## src/rtl/uart_pkg.sv

```systemverilog
// Shared definitions for the UART parity engine.
//   par_mode_e : parity mode encoding (none / even / odd / mark)
//   state_e    : engine FSM state encoding (IDLE / ACCUM / PAR)
//   par_bit()  : parity bit for a mode given the XOR of all data bits
package uart_pkg;

  typedef enum logic [1:0] {
    PAR_NONE = 2'b00,
    PAR_EVEN = 2'b01,
    PAR_ODD  = 2'b10,
    PAR_MARK = 2'b11
  } par_mode_e;

  typedef enum logic [1:0] {
    IDLE  = 2'b00,
    ACCUM = 2'b01,
    PAR   = 2'b10
  } state_e;

  function automatic logic par_bit(input par_mode_e m, input logic acc);
    logic p;
    case (m)
      PAR_EVEN: p = acc;
      PAR_ODD:  p = ~acc;
      PAR_MARK: p = 1'b1;
      default:  p = 1'b0;
    endcase
    return p;
  endfunction

endpackage

```

## src/rtl/uart_parity_engine.sv

```systemverilog
// Serial parity generator/checker for the UART TX/RX datapaths.
// Accumulates DATA_W data bits (one per bit_valid, LSB first), produces the
// parity bit for the mode latched at start, and compares it against par_in.
//   clk, reset_n            : clock (rising edge), async active-low reset
//   mode, start             : parity mode (sampled on start), frame start
//   bit_valid, bit_in       : data bit strobe and value
//   par_valid, par_in       : parity-bit strobe and received/looped-back bit
//   err_clr                 : synchronous clear of err_count
//   busy                    : frame in progress
//   parity_rdy, parity_out  : generated parity bit, valid while in PAR
//   done, parity_err        : 1-cycle completion pulse and mismatch flag
//   err_count               : saturating count of parity errors
module uart_parity_engine
  import uart_pkg::*;
#(
  parameter int DATA_W    = 8,
  parameter int ERR_CNT_W = 8
) (
  input  logic                 clk,
  input  logic                 reset_n,
  input  logic [1:0]           mode,
  input  logic                 start,
  input  logic                 bit_valid,
  input  logic                 bit_in,
  input  logic                 par_valid,
  input  logic                 par_in,
  input  logic                 err_clr,
  output logic                 busy,
  output logic                 parity_rdy,
  output logic                 parity_out,
  output logic                 done,
  output logic                 parity_err,
  output logic [ERR_CNT_W-1:0] err_count
);

  localparam int CNT_W = $clog2(DATA_W + 1);
  localparam logic [CNT_W-1:0] LAST_IDX = CNT_W'(DATA_W - 1);

  state_e         state_q;
  par_mode_e      mode_q;
  logic           acc_q;
  logic [CNT_W-1:0] cnt_q;

  logic acc_d;
  logic err_hit;

  assign acc_d = acc_q ^ bit_in;
  assign busy  = (state_q != IDLE);

  // A start in the same cycle as par_valid discards the frame, so it
  // must not count as an error either.
  assign err_hit = (state_q == PAR) && par_valid && !start && (par_in != parity_out);

  always_ff @(posedge clk or negedge reset_n) begin
    if (!reset_n) begin
      state_q    <= IDLE;
      mode_q     <= PAR_NONE;
      acc_q      <= 1'b0;
      cnt_q      <= '0;
      parity_rdy <= 1'b0;
      parity_out <= 1'b0;
      done       <= 1'b0;
      parity_err <= 1'b0;
    end else begin
      done       <= 1'b0;
      parity_err <= 1'b0;
      if (start) begin
        // Restart from any state; a bit strobed alongside start is bit 0.
        state_q    <= ACCUM;
        mode_q     <= par_mode_e'(mode);
        parity_rdy <= 1'b0;
        parity_out <= 1'b0;
        acc_q      <= bit_valid & bit_in;
        cnt_q      <= bit_valid ? CNT_W'(1) : '0;
      end else begin
        case (state_q)
          ACCUM: begin
            if (bit_valid) begin
              acc_q <= acc_d;
              cnt_q <= cnt_q + CNT_W'(1);
              if (cnt_q == LAST_IDX) begin
                if (mode_q != PAR_NONE) begin
                  state_q    <= PAR;
                  parity_rdy <= 1'b1;
                  parity_out <= par_bit(mode_q, acc_d);
                end else begin
                  state_q <= IDLE;
                  done    <= 1'b1;
                end
              end
            end
          end
          PAR: begin
            if (par_valid) begin
              state_q    <= IDLE;
              parity_rdy <= 1'b0;
              done       <= 1'b1;
              parity_err <= (par_in != parity_out);
            end
          end
          default: ;
        endcase
      end
    end
  end

  // Saturating error counter; clear wins over a same-cycle increment.
  always_ff @(posedge clk or negedge reset_n) begin
    if (!reset_n) begin
      err_count <= '0;
    end else if (err_clr) begin
      err_count <= '0;
    end else if (err_hit && (err_count != {ERR_CNT_W{1'b1}})) begin
      err_count <= err_count + ERR_CNT_W'(1);
    end
  end

endmodule

```

## config.mk

```make
export PLATFORM = sky130hd
export DESIGN_NAME = uart_parity_engine
export DESIGN_NICKNAME = d
export VERILOG_FILES = /design/src/rtl/uart_pkg.sv /design/src/rtl/uart_parity_engine.sv
export SDC_FILE = /design/constraint.sdc
export NUM_CORES = 1
export LEC_CHECK = 0
export CORE_UTILIZATION = 50
export DETAILED_ROUTE_END_ITERATION = 7
export GPL_TIMING_DRIVEN = 0
export PLACE_DENSITY = 0.78
export SYNTH_ARGS = -nofsm -noshare
export SYNTH_HDL_FRONTEND = slang
export SYNTH_SLANG_ARGS = --single-unit
```

## constraint.sdc

```tcl
create_clock -name clk -period 2.5 [get_ports clk]
set_clock_uncertainty 0.15 [all_clocks]
set_input_delay 0.375 -clock clk [delete_from_list [all_inputs] [get_ports clk]]
set_output_delay 0.375 -clock clk [all_outputs]
set_load 0.05 [all_outputs]
```

==> summary.md <==
| Metric | Value |
|---|---|
| Run status | finished, final reports clean |
| Largest net degree at the start of global routing | 22 |
| Post-DRT Antenna Nets | 0 |
| Post-layout min period | 2300 ps |
| Power density of the placed cells | 431 nW/um^2 |
| Post-DP HPWL | 1650 um |
| Cell count after synthesis | 118 |
| Switching power of the nets | 0.167 mW |
| Tightest Pin Transition | 921 ps |
| Post-route DRC violation count | 0 |
| Via count of the first global-routing pass | 879 |
| Synth area leader | sky130_fd_sc_hd__dfrtp_1 |
| First-pass GRT wire length | 3820 um |
| Highest Clock Rate | 434 MHz |
| Share of synthesized flip-flops with an asynchronous set or reset | 1.00 |
| Portion of synthesized cell area occupied by the leading cell type | 0.451 |
| Clock transition at the registers of the reported paths | 110 ps |
| Die Height | 50.3 um |
| Drt via density | 5.67 |
| Critical path data arrival time | 1780 ps |
| Weighted congestion at the end of routability-driven global placement | 0.890 |
| Cell Rows | 17 |
| WL final | 2210 um |
| Overall Power | 0.624 mW |
| Global router's overall resource usage | 0.203 |
| TritonCTS clock tree | yes |
| Count of buffer and inverter cells on the critical path | 3 |
| P&R area growth vs syn | 24.2% |
| Clock network fraction of design power | 0.269 |
| Slowest cell on the critical path | sky130_fd_sc_hd__clkdlybuf4s50_1 |
| Kind of capture point of the worst setup path | output port |
| Clk Tree Root Cell | sky130_fd_sc_hd__clkbuf_4 |
| Post-route cell area | 1450 um^2 |
| Maximum VDD drop | 0.288 mV |
| Cell breakdown of the critical path | inv_1 -> ha_1 -> inv_1 -> clkdlybuf4s50_1 |
| Pins Over Slew Limit | 0 |
| Setup repair after global routing missed its margin | false |
| Leakage | 0.605 nW |
| Port Buf Inserts | 22 |
| Synthesized cell area | 1160 um^2 |
| Total number of yosys warnings | 0 |
| Number of endpoints failing setup at the final stage | 0 |
| Final-stage net count | 160 |
| Fraction of final layout cells with drive strength greater than 1 | 0.0694 |
| Initial DRT Pass Iterations | 4 |
| Sequential cell fraction of total power | 0.582 |
| Routed len/inst | 12.9 um |
| Vias | 975 |
| Number of unique standard cell types used by synthesis | 38 |
| Combinational share of power | 0.149 |
| Cell type with the highest occurrence count on the critical path | sky130_fd_sc_hd__inv_1 |
| Number of failing hold endpoints at the final stage | 0 |
| Total grt overflow | 0 |
| Sequential share of the synthesized area | 0.451 |
| Number of hold buffers added after cts | 0 |
| CP delay by family, top | buffers and inverters |
| Nets in the synthesized netlist | 133 |
| Clock Path Buffers | 2 |
| Count of flip-flops with a built-in enable after synthesis | 0 |
| Fraction of power spent switching nets | 0.268 |
| Detailed Route Iter0 Violations | 34 |
| Total Die Area | 2530 um^2 |
| ANT cells | 0 |
| Post-CTS Repair Setup Buffers | 0 |
| Final worst-path cycle share | 0.921 |
| Initial Util | 0.527 |
| Post-cts gate resize count | 0 |
| Worst relative slew slack | 0.384 |
| Number of max-cap violations | 0 |
| CTS H-tree depth | 1 |
| Cts bufs inserted | 3 |
| Delay of the slowest cell on the worst path | 780 ps |
| Number of antenna violations at the first check in global routing | 0 |
| Top area cells in the synthesized netlist | sky130_fd_sc_hd__dfrtp_1 45%, sky130_fd_sc_hd__ha_1 5.4%, sky130_fd_sc_hd__mux2_2 3.9% |
| Worst EP required | 1980 ps |
| Ports | 23 |
| Sum Neg Setup Slack | 0 ps |
| Die X-Extent | 50.3 um |
| Core region area | 2210 um^2 |
| Main synth FF type | sky130_fd_sc_hd__dfrtp_1 |
| Category of the most critical setup path | reg2out |
| Clock latency reported for the late side of the worst-skew pair | 310 ps |
| Placed standard-cell area | 1420 um^2 |
| Kind of start point of the critical path | flop |
| Avg Inst Size Synth | 9.87 um^2 |
| Reg-to-reg slack, setup | 550 ps |
| Max Fanout on Critical Path | 3 |
| Clock sinks | 21 |
| Number of flip-flops and latches in the synthesized netlist | 21 |
| Path type of the worst min-delay path | reg2reg |
| Internal Pwr Total | 0.456 mW |
[metrics by stage]
stage / setup WS [ps] / hold WS, ps / utilization / instances
after global placement: 270 / 343 / 0.642 / 168
after global routing: 94.5 / 401 / 0.654 / 172
final: 198 / 371 / 0.654 / 172
after floorplan: 545 / -70.6 / - / 118
after detailed placement: 242 / 351 / 0.642 / 168
after CTS: 182 / 378 / 0.654 / 172
[area by class of cell]
type	instances	area, um^2
plain buffers	3	11.3
clock buffers	4	26.3
fillers	201	766
inverters	10	37.5
multi-input cells	84	591
flip-flops and latches	21	526
well taps	28	35.0
repair buffers	22	220
[cells by family after synthesis]
kind of cell	share of synthesized area
fa+ha+maj	0.0537
simple gates	0.227
mux	0.0644
xor+xnor	0.0301
flops	0.451
compound gates	0.132
buf+inv	0.0419
[cell usage after synthesis, drive strengths merged, types with 3 or more instances]
library cell / n
dfrtp: 21
mux2i: 3
ha: 5
nor2: 11
nand2b: 4
clkbuf: 3
mux2: 4
nand3: 3
inv: 10
nand2: 8
a21oi: 8
[power by group through the flow]
| stage | Combinational, mW | Clock, mW | Sequential, mW |
|---|---|---|---|
| 6_report | 0.0927 | 0.168 | 0.363 |
| 5_1_grt | 0.105 | 0.186 | 0.365 |
| 4_1_cts | 0.0941 | 0.173 | 0.363 |
| 3_5_place_dp | 0.0937 | 0 | 0.370 |
| 3_3_place_gp | 0.0907 | 0 | 0.368 |
| 2_1_floorplan | 0.0565 | 0 | 0.367 |
[registers in the layout (all words and copies together) (netlist names)]
register / count
mode_q: 2
done: 1
parity_rdy: 1
err_count: 8
acc_q: 1
cnt_q: 4
state_q: 2
parity_out: 1
parity_err: 1
[worst paths after layout]
check | from | to | cells past startpoint
worst max-delay path | state_q[0]$_DFFE_PN0P_ | busy | 4
worst min-delay path | state_q[0]$_DFFE_PN0P_ | state_q[0]$_DFFE_PN0P_ | 1
worst max register to register | state_q[0]$_DFFE_PN0P_ | err_count[5]$_DFFE_PN0P_ | 6
worst min register to register | state_q[0]$_DFFE_PN0P_ | state_q[0]$_DFFE_PN0P_ | 1
max in group asynchronous | reset_n | cnt_q[3]$_DFFE_PN0P_ | 1
min in group asynchronous | reset_n | parity_err$_DFF_PN0_ | 1
[cells in the final DEF (no fill, tap or decap), types with 4 or more instances in the layout]
cell                              netlist  routed
sky130_fd_sc_hd__clkbuf_1               3       4
sky130_fd_sc_hd__dfrtp_1               21      21
sky130_fd_sc_hd__inv_1                 10      10
sky130_fd_sc_hd__nand2b_1               4       4
sky130_fd_sc_hd__nor2_1                11      11
sky130_fd_sc_hd__nand2_1                8       8
sky130_fd_sc_hd__mux2_2                 4       4
sky130_fd_sc_hd__clkdlybuf4s50_1        0      22
sky130_fd_sc_hd__a21oi_1                8       8
sky130_fd_sc_hd__ha_1                   5       5
[metal layers]
layer  global-route usage  vias up  wire, um
li1                     -      474         -
met1                0.279      466      1070
met2                0.313       30       966
met3               0.0364        5       133
met4               0.0857        0        36
met5                    0        -         0
No activity file was read; power rests on OpenSTA's default activity.
